===== config.mk =====
export PLATFORM = sky130hd
export DESIGN_NAME = csr_regfile_flat
export DESIGN_NICKNAME = d
export VERILOG_FILES = /design/src/rtl/csr_regfile_pkg.sv /design/src/rtl/csr_regfile_if.sv /design/src/rtl/csr_counter64.sv /design/src/rtl/csr_regfile.sv /design/src/flat_wrapper.sv
export SDC_FILE = /design/constraint.sdc
export NUM_CORES = 1
export LEC_CHECK = 0
export ABC_CLOCK_PERIOD_IN_PS = 2700
export BUFFER_PORTS_ARGS = -buffer_cell sky130_fd_sc_hd__buf_4
export CAP_MARGIN = 20
export CORE_MARGIN = 1
export CORE_UTILIZATION = 50
export CTS_BUF_LIST = sky130_fd_sc_hd__clkbuf_16
export DETAILED_ROUTE_END_ITERATION = 10
export PLACE_DENSITY = 0.81
export SLEW_MARGIN = 20
export SYNTH_ARGS = -nofsm -noshare
export SYNTH_HDL_FRONTEND = slang
export SYNTH_SLANG_ARGS = --single-unit

===== constraint.sdc =====
create_clock -name clk_i -period 2.7 [get_ports clk_i]
set_input_delay 0.135 -clock clk_i [delete_from_list [all_inputs] [get_ports clk_i]]
set_output_delay 0.135 -clock clk_i [all_outputs]
set_load 0.1 [all_outputs]

===== src/rtl/csr_regfile_pkg.sv =====
// Shared control definitions: CSR addresses, mstatus bit positions and CSR ALU op encodings.
package csr_regfile_pkg;

    localparam logic [11:0] CSR_MSTATUS  = 12'h300;
    localparam logic [11:0] CSR_MTVEC    = 12'h305;
    localparam logic [11:0] CSR_MSCRATCH = 12'h340;
    localparam logic [11:0] CSR_MEPC     = 12'h341;
    localparam logic [11:0] CSR_MCAUSE   = 12'h342;
    localparam logic [11:0] CSR_MCYCLE   = 12'hB00;
    localparam logic [11:0] CSR_MCYCLEH  = 12'hB80;
    localparam logic [11:0] CSR_MINSTRET = 12'hB02;
    localparam logic [11:0] CSR_MINSTRETH= 12'hB82;
    localparam logic [11:0] CSR_CYCLE    = 12'hC00;
    localparam logic [11:0] CSR_CYCLEH   = 12'hC80;
    localparam logic [11:0] CSR_INSTRET  = 12'hC02;
    localparam logic [11:0] CSR_INSTRETH = 12'hC82;

    localparam int MSTATUS_MIE  = 3;
    localparam int MSTATUS_MPIE = 7;

    typedef enum logic [1:0] {
        CSR_OP_NONE = 2'b00,
        CSR_OP_RW   = 2'b01,
        CSR_OP_RS   = 2'b10,
        CSR_OP_RC   = 2'b11
    } csr_op_e;

    function automatic logic csr_implemented(input logic [11:0] addr);
        case (addr)
            CSR_MSTATUS, CSR_MTVEC, CSR_MSCRATCH, CSR_MEPC, CSR_MCAUSE,
            CSR_MCYCLE, CSR_MCYCLEH, CSR_MINSTRET, CSR_MINSTRETH,
            CSR_CYCLE, CSR_CYCLEH, CSR_INSTRET, CSR_INSTRETH: return 1'b1;
            default: return 1'b0;
        endcase
    endfunction

    // Address bits [11:10]=2'b11 mark the read-only CSR space.
    function automatic logic csr_read_only(input logic [11:0] addr);
        return addr[11:10] == 2'b11;
    endfunction

endpackage


===== src/rtl/csr_regfile_if.sv =====
// Decode/writeback/trap signalling between the pipeline (master) and the CSR file (slave).
interface csr_regfile_if #(
    parameter int WIDTH = 32
);
    logic [11:0]      csr_raddr_i;
    logic             csr_wr_intent_i;
    logic [WIDTH-1:0] csr_rdata_o;
    logic             csr_illegal_o;
    logic             csr_we_i;
    logic [11:0]      csr_waddr_i;
    logic [WIDTH-1:0] csr_wdata_i;
    logic             retire_i;
    logic             trap_i;
    logic [WIDTH-1:0] trap_cause_i;
    logic [WIDTH-1:0] trap_pc_i;
    logic             mret_i;
    logic [WIDTH-1:0] mtvec_o;
    logic [WIDTH-1:0] mepc_o;
    logic             mie_o;

    modport master (
        output csr_raddr_i, csr_wr_intent_i, csr_we_i, csr_waddr_i, csr_wdata_i,
               retire_i, trap_i, trap_cause_i, trap_pc_i, mret_i,
        input  csr_rdata_o, csr_illegal_o, mtvec_o, mepc_o, mie_o
    );

    modport slave (
        input  csr_raddr_i, csr_wr_intent_i, csr_we_i, csr_waddr_i, csr_wdata_i,
               retire_i, trap_i, trap_cause_i, trap_pc_i, mret_i,
        output csr_rdata_o, csr_illegal_o, mtvec_o, mepc_o, mie_o
    );
endinterface


===== src/rtl/csr_counter64.sv =====
// 64-bit event counter with independent 32-bit half loads; a load takes precedence over the increment.
module csr_counter64 (
    input  logic        clk_i,
    input  logic        reset_i,
    input  logic        i_inc,
    input  logic        i_ld_lo,
    input  logic        i_ld_hi,
    input  logic [31:0] i_ld_data,
    output logic [63:0] o_value
);
    logic [63:0] r_value;

    always_ff @(posedge clk_i) begin
        if (reset_i) begin
            r_value <= '0;
        end else if (i_ld_lo || i_ld_hi) begin
            if (i_ld_lo) r_value[31:0]  <= i_ld_data;
            if (i_ld_hi) r_value[63:32] <= i_ld_data;
        end else if (i_inc) begin
            r_value <= r_value + 64'd1;
        end
    end

    assign o_value = r_value;
endmodule


===== src/rtl/csr_regfile.sv =====
// Machine-mode CSR file: combinational decode-stage read, writeback-stage write, trap/mret sequencing.
module csr_regfile
    import csr_regfile_pkg::*;
#(
    parameter int WIDTH = 32
) (
    input  logic          clk_i,
    input  logic          reset_i,
    csr_regfile_if.slave  bus
);
    localparam logic [WIDTH-1:0] ALIGN_MASK = ~WIDTH'(3);

    logic [WIDTH-1:0] r_mtvec, r_mscratch, r_mepc, r_mcause;
    logic             r_mie, r_mpie;
    logic [63:0]      w_mcycle, w_minstret;
    logic [WIDTH-1:0] w_rdata;
    logic             w_wr_ok, w_evt;
    logic             w_ld_cyc_lo, w_ld_cyc_hi, w_ld_ins_lo, w_ld_ins_hi;

    assign w_wr_ok = bus.csr_we_i && csr_implemented(bus.csr_waddr_i)
                     && !csr_read_only(bus.csr_waddr_i);
    assign w_evt   = bus.trap_i || bus.mret_i;

    assign w_ld_cyc_lo = w_wr_ok && (bus.csr_waddr_i == CSR_MCYCLE);
    assign w_ld_cyc_hi = w_wr_ok && (bus.csr_waddr_i == CSR_MCYCLEH);
    assign w_ld_ins_lo = w_wr_ok && (bus.csr_waddr_i == CSR_MINSTRET);
    assign w_ld_ins_hi = w_wr_ok && (bus.csr_waddr_i == CSR_MINSTRETH);

    csr_counter64 u_mcycle (
        .clk_i     (clk_i),
        .reset_i   (reset_i),
        .i_inc     (1'b1),
        .i_ld_lo   (w_ld_cyc_lo),
        .i_ld_hi   (w_ld_cyc_hi),
        .i_ld_data (bus.csr_wdata_i[31:0]),
        .o_value   (w_mcycle)
    );

    csr_counter64 u_minstret (
        .clk_i     (clk_i),
        .reset_i   (reset_i),
        .i_inc     (bus.retire_i),
        .i_ld_lo   (w_ld_ins_lo),
        .i_ld_hi   (w_ld_ins_hi),
        .i_ld_data (bus.csr_wdata_i[31:0]),
        .o_value   (w_minstret)
    );

    // Trap/mret own mstatus, mepc and mcause in their cycle; a coincident CSR write to those is lost.
    always_ff @(posedge clk_i) begin
        if (reset_i) begin
            r_mtvec    <= '0;
            r_mscratch <= '0;
            r_mepc     <= '0;
            r_mcause   <= '0;
            r_mie      <= 1'b0;
            r_mpie     <= 1'b0;
        end else begin
            if (w_wr_ok) begin
                case (bus.csr_waddr_i)
                    CSR_MTVEC:    r_mtvec    <= bus.csr_wdata_i & ALIGN_MASK;
                    CSR_MSCRATCH: r_mscratch <= bus.csr_wdata_i;
                    CSR_MEPC:     if (!w_evt) r_mepc   <= bus.csr_wdata_i & ALIGN_MASK;
                    CSR_MCAUSE:   if (!w_evt) r_mcause <= bus.csr_wdata_i;
                    CSR_MSTATUS: if (!w_evt) begin
                        r_mie  <= bus.csr_wdata_i[MSTATUS_MIE];
                        r_mpie <= bus.csr_wdata_i[MSTATUS_MPIE];
                    end
                    default: ;
                endcase
            end
            if (bus.trap_i) begin
                r_mepc   <= bus.trap_pc_i & ALIGN_MASK;
                r_mcause <= bus.trap_cause_i;
                r_mpie   <= r_mie;
                r_mie    <= 1'b0;
            end else if (bus.mret_i) begin
                r_mie  <= r_mpie;
                r_mpie <= 1'b1;
            end
        end
    end

    always_comb begin
        w_rdata = '0;
        case (bus.csr_raddr_i)
            CSR_MSTATUS: begin
                w_rdata[MSTATUS_MIE]  = r_mie;
                w_rdata[MSTATUS_MPIE] = r_mpie;
            end
            CSR_MTVEC:                   w_rdata = r_mtvec;
            CSR_MSCRATCH:                w_rdata = r_mscratch;
            CSR_MEPC:                    w_rdata = r_mepc;
            CSR_MCAUSE:                  w_rdata = r_mcause;
            CSR_MCYCLE,    CSR_CYCLE:    w_rdata = WIDTH'(w_mcycle[31:0]);
            CSR_MCYCLEH,   CSR_CYCLEH:   w_rdata = WIDTH'(w_mcycle[63:32]);
            CSR_MINSTRET,  CSR_INSTRET:  w_rdata = WIDTH'(w_minstret[31:0]);
            CSR_MINSTRETH, CSR_INSTRETH: w_rdata = WIDTH'(w_minstret[63:32]);
            default: ;
        endcase
    end

    assign bus.csr_rdata_o   = w_rdata;
    assign bus.csr_illegal_o = !csr_implemented(bus.csr_raddr_i)
                               || (bus.csr_wr_intent_i && csr_read_only(bus.csr_raddr_i));
    assign bus.mtvec_o       = r_mtvec;
    assign bus.mepc_o        = r_mepc;
    assign bus.mie_o         = r_mie;
endmodule


===== src/flat_wrapper.sv =====
// flat-port wrapper written by rule: the top's interface ports become plain ports
module csr_regfile_flat import csr_regfile_pkg::*;
#(
    parameter int WIDTH = 32
)
  (clk_i, reset_i, bus_csr_raddr_i, bus_csr_wr_intent_i, bus_csr_we_i, bus_csr_waddr_i, bus_csr_wdata_i, bus_retire_i, bus_trap_i, bus_trap_cause_i, bus_trap_pc_i, bus_mret_i, bus_csr_rdata_o, bus_csr_illegal_o, bus_mtvec_o, bus_mepc_o, bus_mie_o);
  csr_regfile_if #(.WIDTH(WIDTH)) bus_i ();
  input  logic clk_i;
  input  logic reset_i;
  input wire logic [$bits(bus_i.csr_raddr_i)-1:0] bus_csr_raddr_i;
  input wire logic [$bits(bus_i.csr_wr_intent_i)-1:0] bus_csr_wr_intent_i;
  input wire logic [$bits(bus_i.csr_we_i)-1:0] bus_csr_we_i;
  input wire logic [$bits(bus_i.csr_waddr_i)-1:0] bus_csr_waddr_i;
  input wire logic [$bits(bus_i.csr_wdata_i)-1:0] bus_csr_wdata_i;
  input wire logic [$bits(bus_i.retire_i)-1:0] bus_retire_i;
  input wire logic [$bits(bus_i.trap_i)-1:0] bus_trap_i;
  input wire logic [$bits(bus_i.trap_cause_i)-1:0] bus_trap_cause_i;
  input wire logic [$bits(bus_i.trap_pc_i)-1:0] bus_trap_pc_i;
  input wire logic [$bits(bus_i.mret_i)-1:0] bus_mret_i;
  output wire logic [$bits(bus_i.csr_rdata_o)-1:0] bus_csr_rdata_o;
  output wire logic [$bits(bus_i.csr_illegal_o)-1:0] bus_csr_illegal_o;
  output wire logic [$bits(bus_i.mtvec_o)-1:0] bus_mtvec_o;
  output wire logic [$bits(bus_i.mepc_o)-1:0] bus_mepc_o;
  output wire logic [$bits(bus_i.mie_o)-1:0] bus_mie_o;
  assign bus_i.csr_raddr_i = bus_csr_raddr_i;
  assign bus_i.csr_wr_intent_i = bus_csr_wr_intent_i;
  assign bus_i.csr_we_i = bus_csr_we_i;
  assign bus_i.csr_waddr_i = bus_csr_waddr_i;
  assign bus_i.csr_wdata_i = bus_csr_wdata_i;
  assign bus_i.retire_i = bus_retire_i;
  assign bus_i.trap_i = bus_trap_i;
  assign bus_i.trap_cause_i = bus_trap_cause_i;
  assign bus_i.trap_pc_i = bus_trap_pc_i;
  assign bus_i.mret_i = bus_mret_i;
  assign bus_csr_rdata_o = bus_i.csr_rdata_o;
  assign bus_csr_illegal_o = bus_i.csr_illegal_o;
  assign bus_mtvec_o = bus_i.mtvec_o;
  assign bus_mepc_o = bus_i.mepc_o;
  assign bus_mie_o = bus_i.mie_o;
  csr_regfile #(.WIDTH(WIDTH)) u_core (.clk_i(clk_i), .reset_i(reset_i), .bus(bus_i));
endmodule

-- After elaboration in Yosys (flattened, before gate mapping)
Index checks and enable logic that the tools add are counted.
- memory bits (read-only): 0
- memories kept: 0
- output and inout port bits: 98
- bits in writable memories: 0
- bits in registers: 254
- logic and storage cells: 114
- latch bits: 0
- add/sub/neg operators: 2
- order comparisons: 0
- eq/ne operators: 35
- multiplexer cells: 31
- bitwise gates (word level): 0
- divide/modulo/power cells: 0
- reduce and logical (&&, ||, !) cells: 36
- shift operators: 0
- $mul: 0
- operators with widths (kind ; count):
    32-bit 2-to-1 mux ; 12
    12-bit == test (second input constant) ; 16
    64-bit 2-to-1 mux ; 3
    24-bit one-hot mux with 8 select lines ; 1
    64-bit by 1-bit adder with 64-bit output (second input constant) ; 2
    12-bit by 10-bit == test with 1-bit output (second input constant) ; 10
    3-bit one-hot mux with 8 select lines ; 2
    13-bit OR reduction ; 2
    1-bit one-hot mux with 9 select lines ; 2
    2-bit inequality test (second input constant) ; 6
    3-bit AND reduction ; 4
    2-bit nonzero test ; 6
    1-bit 2-to-1 mux ; 11
    2-bit OR reduction ; 5
    2-bit AND reduction ; 4
    1-bit logical AND ; 7
    3-bit nonzero test ; 2
    2-bit == test (second input constant) ; 2
    1-bit logical OR ; 4
    3-bit inequality test (second input constant) ; 1
    1-bit zero test ; 2

-- Logic depth before layout (Yosys ltp)
Gate-level depths: netlist of run 1.
- depth in word-level cells: 9
- depth in mapped cells: 9
- depth with buffers taken out: 7

-- Cells and area by module
From an unflattened synthesis of run 1, not the netlist that was laid out.
- cells, all modules: 1970
- area total of the unflattened synthesis: 15875.2 µm²
- by module, submodules not included (module ; area an instance (µm²) ; cells each ; times used):
    csr_regfile ; 7751.2 ; 896 ; 1
    csr_counter64 at u_core.u_minstret ; 4192.8 ; 545 ; 1
    csr_counter64 at u_core.u_mcycle ; 3931.3 ; 529 ; 1

-- Least setup slack after synthesis of run 1
OpenSTA, ideal clock, no wires.
- path kind: input -> output
- from: in bus_csr_raddr_i[8]
- to: out bus_csr_illegal_o
- stages: 6
- data required time: 2.565 ns
- path buffers: 0
- arrival: 4.051 ns
- path slack: -1.486 ns
- path through: and3b_1 -> o21ai_0 -> nor3_1 -> nor3_1 -> nand2_1 -> o41ai_1
- longest elaborated chain between the ends: 5
- elaborated cells between the ends (all ways): 17
- ends and longest elaborated chain (what ; RTL line ; RTL):
    start, declared ; flat_wrapper.sv:10 ; input wire logic [$bits(bus_i.csr_raddr_i)-1:0] bus_csr_raddr_i;
    12-bit by 10-bit == test with 1-bit output / 12-bit == test (equally long branches) ; csr_regfile_pkg.sv:29 ; case (addr)
    13-bit OR reduction (*) ; csr_regfile_pkg.sv:29 ;
    1-bit 2-to-1 mux (*) ; csr_regfile_pkg.sv:29 ;
    1-bit zero test (*) ; csr_regfile.sv:104 ; assign bus.csr_illegal_o = !csr_implemented(bus.csr_raddr_i)
    1-bit logical OR (*) ; csr_regfile.sv:105 ; || (bus.csr_wr_intent_i && csr_read_only(bus.csr_raddr_i));
    end, declared ; flat_wrapper.sv:21 ; output wire logic [$bits(bus_i.csr_illegal_o)-1:0] bus_csr_illegal_o;
Every way passes the cells marked *; elsewhere a longest branch is shown, timed or not.

-- Worst setup path in the final report of run 1
- from: in bus_csr_raddr_i[10]
- to: out bus_csr_rdata_o[9]
- longest elaborated chain between the ends: 3
- elaborated cells between the ends (all ways): 17
- ends and longest elaborated chain (what ; RTL line ; RTL):
    12-bit == test ; csr_regfile.sv:86 ; case (bus.csr_raddr_i)
    2-bit OR reduction ; csr_regfile.sv:86 ;
    24-bit one-hot mux with 8 select lines (*) ; csr_regfile.sv:86 ;
    end, declared ; flat_wrapper.sv:20 ; output wire logic [$bits(bus_i.csr_rdata_o)-1:0] bus_csr_rdata_o;
Marked as above.

==> results of run 1 <==
==> worst max-delay path, stage by stage <==
cell and delay (ns):
buf_4 0.12, nor4bb_1 0.41, nand3_1 0.19, nor4_2 0.23, buf_4 0.37, a22o_1 0.19, a221oi_1 0.05, buf_4 0.16
nand3_1 0.20, buf_4 0.34
==> power groups by stage <==
stage | Clock [W] | Sequential [W] | Combinational, W
final | 0.00379 | 0.00389 | 0.00112
after global routing | 0.00393 | 0.00389 | 0.00115
after CTS | 0.00378 | 0.00388 | 0.00107
after detailed placement | 0 | 0.00396 | 0.000939
after global placement | 0 | 0.00396 | 0.000927
after floorplan | 0 | 0.00417 | 0.000353
==> metrics by stage <==
stage	total power [W]	setup slack, ns
finish	0.00881	0.156
global route	0.00897	0.0618
CTS	0.00873	0.244
detailed placement	0.00490	0.262
global placement	0.00489	0.278
floorplan	0.00452	0.147
==> cell families (layout without fill, tap and decap cells) <==
logic type	after synthesis	count (layout)	synth area share
AND/OR/NAND/NOR	838	838	0.294
AO/OA/AOI/OAI	561	561	0.262
flip-flops	254	254	0.344
buffers and inverters	237	514	0.0649
multiplexers	40	40	0.0274
XOR/XNOR	10	10	0.00593
adder cells (fa/ha/maj)	2	2	0.00169
other	1	4	0.000254
==> synthesized netlist by cell type, types with 4 or more instances <==
| cell type | count | share of area |
|---|---|---|
| inv_1 | 46 | 0.012 |
| clkbuf_2 | 9 | 0.0030 |
| and3_1 | 38 | 0.016 |
| a41oi_1 | 5 | 0.0030 |
| nand4_1 | 55 | 0.023 |
| o211ai_1 | 20 | 0.010 |
| o21ai_1 | 43 | 0.015 |
| a311oi_1 | 7 | 0.0042 |
| a21oi_1 | 110 | 0.037 |
| or3_1 | 10 | 0.0042 |
| nor2b_1 | 40 | 0.017 |
| a31oi_1 | 60 | 0.025 |
| buf_2 | 34 | 0.012 |
| a32oi_1 | 9 | 0.0053 |
| a222oi_1 | 4 | 0.0027 |
| mux2i_1 | 37 | 0.025 |
| nand2b_1 | 6 | 0.0025 |
| a22oi_1 | 68 | 0.035 |
| xor2_1 | 8 | 0.0047 |
| dfxtp_1 | 254 | 0.34 |
| nor4_1 | 56 | 0.024 |
| clkbuf_1 | 142 | 0.036 |
| and4_1 | 21 | 0.012 |
| o22ai_1 | 11 | 0.0047 |
| o21ai_0 | 42 | 0.014 |
| o221ai_1 | 5 | 0.0030 |
| nor3b_1 | 8 | 0.0041 |
| o311a_1 | 4 | 0.0027 |
| and2_1 | 15 | 0.0064 |
| o31a_1 | 7 | 0.0042 |
| a211oi_1 | 27 | 0.014 |
| buf_4 | 4 | 0.0020 |
| nor3_1 | 114 | 0.039 |
| nand2_1 | 205 | 0.052 |
| nand3_1 | 98 | 0.033 |
| o311ai_0 | 5 | 0.0030 |
| o31ai_1 | 9 | 0.0046 |
| a22o_1 | 28 | 0.017 |
| nor2_1 | 139 | 0.035 |
| a221oi_1 | 68 | 0.040 |
==> timing repair <==
item | CTS | global route
hold endpoints to repair | 177 | 0
hold buffers | 105 | 0
buffers inserted | 0 | 0
==> cell type report <==
type / instances / area, µm² / area share
multi-input combinational: 1455 / 8840 / 0.465
sequential: 254 / 5080 / 0.268
timing repair buffer: 416 / 3530 / 0.186
clock buffer: 29 / 726 / 0.0382
tap: 384 / 480 / 0.0253
inverter: 47 / 176 / 0.00929
clock inverter: 22 / 165 / 0.00869
==> worst min path at each step <==
stage,from,to
finish,reset_i,u_core.u_minstret.o_value[49]
global route,reset_i,u_core.u_minstret.o_value[49]
CTS,reset_i,u_core.bus.mtvec_o[25]
detailed placement,bus_trap_pc_i[14],u_core.bus.mepc_o[14]
global placement,bus_trap_pc_i[19],u_core.bus.mepc_o[19]
floorplan,bus_csr_wdata_i[0],u_core.r_mscratch[0]
==> flip-flops by register name (all words and copies together) (netlist names) <==
register / cells
u_core.bus.mie_o: 1
u_core.u_minstret.o_value: 64
u_core.bus.mepc_o: 30
u_core.r_mscratch: 32
u_core.r_mpie: 1
u_core.r_mcause: 32
u_core.u_mcycle.o_value: 64
u_core.bus.mtvec_o: 30
==> per-layer routing <==
layer / vias to the layer above / global-route usage
met1: 8437 / 0.526
met5: - / 0
met3: 346 / 0.108
met4: 0 / 0.250
met2: 1617 / 0.628
li1: 7900 / -
==> metrics.md, run 1 <==
| Metric | Value |
|---|---|
| Final core utilization | 0.658 |
| Largest net degree at the start of global routing | 95 |
| Worst flop-to-flop path startpoint | u_core.u_minstret.o_value[26] |
| Vias in the first global route | 16,935 |
| Sequential fraction of the synthesis area | 0.344 |
| Critical path type | in -> out |
| FF-to-FF setup slack | 0.27 ns |
| Worst Reg-to-Reg Cells | 6 |
| Clk slew on worst S/H paths | 0.05 ns |
| Clock Path Buffers | 3 |
| Critical path required time | 2.57 ns |
| Diode count | 0 |
| Via density | 7.02 |
| Seq cells post-synth | 254 |
| CTS tree | built |
| Unique cell type count in the Yosys netlist | 82 |
| M1 WL | 23.1 mm |
| Cts bufs inserted | 29 |
| Leakage | 6.92 nW |
| Worst r2r dst | u_core.u_minstret.o_value[63] |
| RSZ-0062 raised after global routing | false |
| Status | complete, no violations |
| Slew HR | 0.346 |
| Comb pwr share | 0.128 |
| Post-DRT Antenna Nets | 0 |
| PortBufs | 218 |
| Crit. End Element | primary output |
| Primary FF master, synth | dfxtp_1 |
| Post-Place Cells | 2,451 |
| Vias | 18,300 |
| Core Area | 28,900 µm² |
| Period minus WS final | 2.54 ns |
| Final Cell Area | 19,000 µm² |
| Hold path cells | 2 |
| WL/cell | 25.1 µm |
| Worst-skew pair later-pin latency | 0.57 ns |
| Period utilization | 0.942 |
| DP Area | 17,100 µm² |
| Most frequent cells in the layout | buf_4 (299), dfxtp_1 (254), nand2_1 (205) |
| Peak supply drop | 0.497 mV |
| Avg Cell Area, Syn | 7.60 µm² |
| Worst Hold Class | in -> reg |
| Worst-margin pin slew | 0.981 ns |
| DRT iter0 DRCs | 3,209 |
| Crit path to | bus_csr_rdata_o[9] |
| Area grow syn2layout | 28.6% |
| Final WL | 65.4 mm |
| Number of flops mapped to enable cells by yosys | 0 |
| Remaining routing DRC violations | 0 |
| Final setup fails | 0 |
| Met2 Wirelength | 27.9 mm |
| Die Wd | 174 µm |
| DR pass1 iterations | 8 |
| Met3 Wirelength | 9.89 mm |
| Slew Limit Fails | 0 |
| Commonest non-fill, non-tap cell in the layout | buf_4 |
| Dpl hpwl | 44.7 mm |
| Async set-reset flop share out of synthesis | 0 |
| Switching pwr | 0.00246 W |
| Max Clock Freq | 393 MHz |
| # fillers | 2,297 |
| CTS sink count | 254 |
| Final TNS setup | 0 ns |
| Non-Filler Instances | 2,607 |
| Switching part of the total power | 0.280 |
| GRT Resource Usage Total | 0.414 |
| Clock H-tree levels | 1 |
| YS warnings | 0 |
| Power share of the sequential group | 0.441 |
| I/O pin count | 225 |
| Min Hold Slack | 0.0474 ns |
| Die Ht | 174 µm |
| Worst endpoint data arrival time | 2.41 ns |
| Total global routing overflow | 0 |
| Max-Cap Viols | 0 |
| Int Pwr | 0.00634 W |
| Clock root cell | clkbuf_16 |
| # rows | 62 |
| Clock power frac | 0.431 |
| Initial antenna violation count | 1 |
| Fin nets | 2,332 |
| First-pass GRT wire length | 97.9 mm |
| Initial Util | 0.512 |
| Critical Path Start | bus_csr_raddr_i[10] |
| Mapped Area | 14,800 µm² |
| Die Area | 30,200 µm² |
| PostCTS Resize Cnt | 0 |
| Power per standard cell area | 464 nW/µm² |
| Worst Path Max Fanout | 25 |
| Clock skew | 0.00906 ns |
| Startpoint types | input pin |
| Cells after synthesis | 1,943 |
| Hold Fails Final Rpt | 0 |
| Fraction of final layout cells with drive strength greater than 1 | 0.173 |
| Final GP Congestion | 1.15 |
| Highest metal used | met4 |
Power figures use the tool's default switching activity.
==> run 2, diff against run 1 <==
- CORE_UTILIZATION: 50 -> 46
- PLACE_DENSITY: 0.81 -> 0.76
==> run 2 against run 1 <==
  * Clock-buffer cell count stayed put
  * Non-clock buffer count is 35 higher
  * Register-to-register slack about the same
  * First-iteration DRC count shrank 24%
  * Worst hold slack got worse by 0.0062 ns
  * Maximum frequency is essentially flat
==> metrics.md, run 2 (synthesis results as in run 1) <==
| Metric | Value |
|---|---|
| Max-Cap Viols | 0 |
| GR Util met3 | 0.0984 |
| Final setup fails | 0 |
| Clk slew on worst S/H paths | 0.06 ns |
| Final core utilization | 0.610 |
| Remaining routing DRC violations | 0 |
| Worst Hold Class | in -> reg |
| GR peak layer | met2 |
| Cts bufs inserted | 29 |
| Die Wd | 181 µm |
| Final GP Congestion | 1.03 |
| Max Clock Freq | 393 MHz |
| Worst-margin pin slew | 1.02 ns |
| RSZ-0062 raised after global routing | false |
| Worst-skew pair later-pin latency | 0.58 ns |
| Worst endpoint data arrival time | 2.41 ns |
| Met1 Usage GRT | 0.545 |
| Worst flop-to-flop path startpoint | u_core.u_minstret.o_value[0] |
| PortBufs | 218 |
| Period utilization | 0.942 |
| Vias | 18,302 |
| Peak supply drop | 0.479 mV |
| WL/cell | 26.3 µm |
| Via density | 6.87 |
| Critical path required time | 2.57 ns |
| Slew Limit Fails | 0 |
| Setup Fix Bufs, Post-CTS | 0 |
| Critical path type | in -> out |
| Post-Place Cells | 2,509 |
| Dpl hpwl | 48.4 mm |
| Non-Filler Instances | 2,663 |
| Startpoint types | input pin |
| Initial antenna violation count | 2 |
| # fillers | 2,683 |
| Most frequent cells in the layout | buf_4 (338), dfxtp_1 (254), nand2_1 (205) |
| Core Area | 31,600 µm² |
| Fraction of final layout cells with drive strength greater than 1 | 0.186 |
| Worst Path Max Fanout | 31 |
| Crit. End Element | primary output |
| Vias in the first global route | 17,128 |
| Clock Path Buffers | 3 |
| CTS tree | built |
| Met2 Resource Use GR | 0.628 |
| CTS sink count | 254 |
| Period minus WS final | 2.54 ns |
| Worst Hold Endpoint | u_core.u_minstret.o_value[25] |
| Total global routing overflow | 0 |
| Worst Reg-to-Reg Cells | 8 |
| Hold path cells | 4 |
| Status | complete, no violations |
| Final TNS setup | 0 ns |
| I/O pin count | 225 |
| Reg area | 5080 µm² |
| Largest net degree at the start of global routing | 159 |
| DR pass1 iterations | 6 |
| Clock root cell | clkbuf_16 |
| Hold Crit Start | bus_retire_i |
| Leakage | 7.10 nW |
| Min Hold Slack | 0.0412 ns |
| Worst r2r dst | u_core.u_minstret.o_value[42] |
| FF-to-FF setup slack | 0.28 ns |
| GRT Resource Usage Total | 0.412 |
| Die Ht | 181 µm |
| Area of the multi-input gates | 8840 µm² |
| Power per standard cell area | 453 nW/µm² |
| Die Area | 32,800 µm² |
| Slew HR | 0.321 |
| Post-DRT Antenna Nets | 0 |
| Clock H-tree levels | 1 |
| Area grow syn2layout | 30.4% |
| Final WL | 70.0 mm |
| # rows | 65 |
| First-pass GRT wire length | 105 mm |
| Hold Fails Final Rpt | 0 |
| DRT iter0 DRCs | 2,454 |
| Initial Util | 0.468 |
| Fin nets | 2,367 |
| Clock skew | 0.00992 ns |
| Commonest non-fill, non-tap cell in the layout | buf_4 |
==> run 2: changes by cell type in the layout (fill, tap and decap cells not counted), sizes merged <==
cell / previous run / this run
bufinv: 2 / 1
clkinvlp: 1 / 0
dlygate4sd3: 105 / 100
buf: 311 / 351
diode: 0 / 3
clkinv: 12 / 10
inv: 54 / 58
==> run 2: report_power, final <==
group / switching [W] / internal (W) / leakage (nW) / total (W)
Clock: 0.00167 / 0.00203 / 0.455 / 0.00370
Combinational: 0.000749 / 0.000390 / 4.58 / 0.00114
Sequential: 0.0000682 / 0.00382 / 2.06 / 0.00389
==> run 2: how the worst max path moves through the flow <==
stage / startpoint / endpoint / slack [ns] / depth (start not counted)
final: bus_csr_raddr_i[10] / bus_csr_rdata_o[20] / 0.16 / 10
after global routing: bus_csr_raddr_i[10] / bus_csr_rdata_o[20] / 0.03 / 10
after CTS: bus_csr_raddr_i[10] / bus_csr_rdata_o[20] / 0.16 / 10
after detailed placement: bus_csr_raddr_i[10] / bus_csr_rdata_o[20] / 0.16 / 10
after global placement: bus_csr_raddr_i[10] / bus_csr_rdata_o[20] / 0.29 / 10
after floorplan: bus_csr_raddr_i[10] / bus_csr_rdata_o[7] / 0.15 / 6
==> run 2: per-layer routing <==
layer / vias to the layer above / wire length [µm] / share of wire
met5: - / 0 / 0
met4: 0 / 3900 / 0.056
li1: 7959 / - / -
met3: 269 / 9190 / 0.13
met1: 8661 / 26800 / 0.38
met2: 1413 / 30200 / 0.43
==> run 2: what timing repair did <==
item | CTS | global route
hold endpoints to repair | 173 | 0
endpoints found under the setup margin | 0 | 4
hold buffers | 100 | 0
resized for setup | 0 | 2
==> run 2: area by class of cell <==
| class | instances | area share |
|---|---|---|
| Multi-Input combinational cell | 1455 | 0.459 |
| Inverter | 47 | 0.00916 |
| Timing Repair Buffer | 451 | 0.197 |
| Clock inverter | 22 | 0.00663 |
| Antenna cell | 3 | 0.000390 |
| Clock buffer | 29 | 0.0377 |
| Tap cell | 402 | 0.0261 |
| Sequential cell | 254 | 0.264 |
==> run 2: worst max-delay path: stages <==
cell      delay (ns)
buf_4           0.13
nor4bb_2        0.38
nand3_1         0.17
nor4_2          0.34
buf_12          0.24
a22o_1          0.21
a221oi_1        0.07
buf_4           0.15
nand3_1         0.19
buf_4           0.34
==> run 2: per-stage QoR <==
step	setup slack, ns	cell area [µm²]	power [W]
6_report	0.156	19300	0.00872
5_1_grt	0.0286	19300	0.00891
4_1_cts	0.161	19200	0.00867
3_5_place_dp	0.162	17400	0.00493
3_3_place_gp	0.294	17400	0.00492
2_1_floorplan	0.147	14800	0.00452
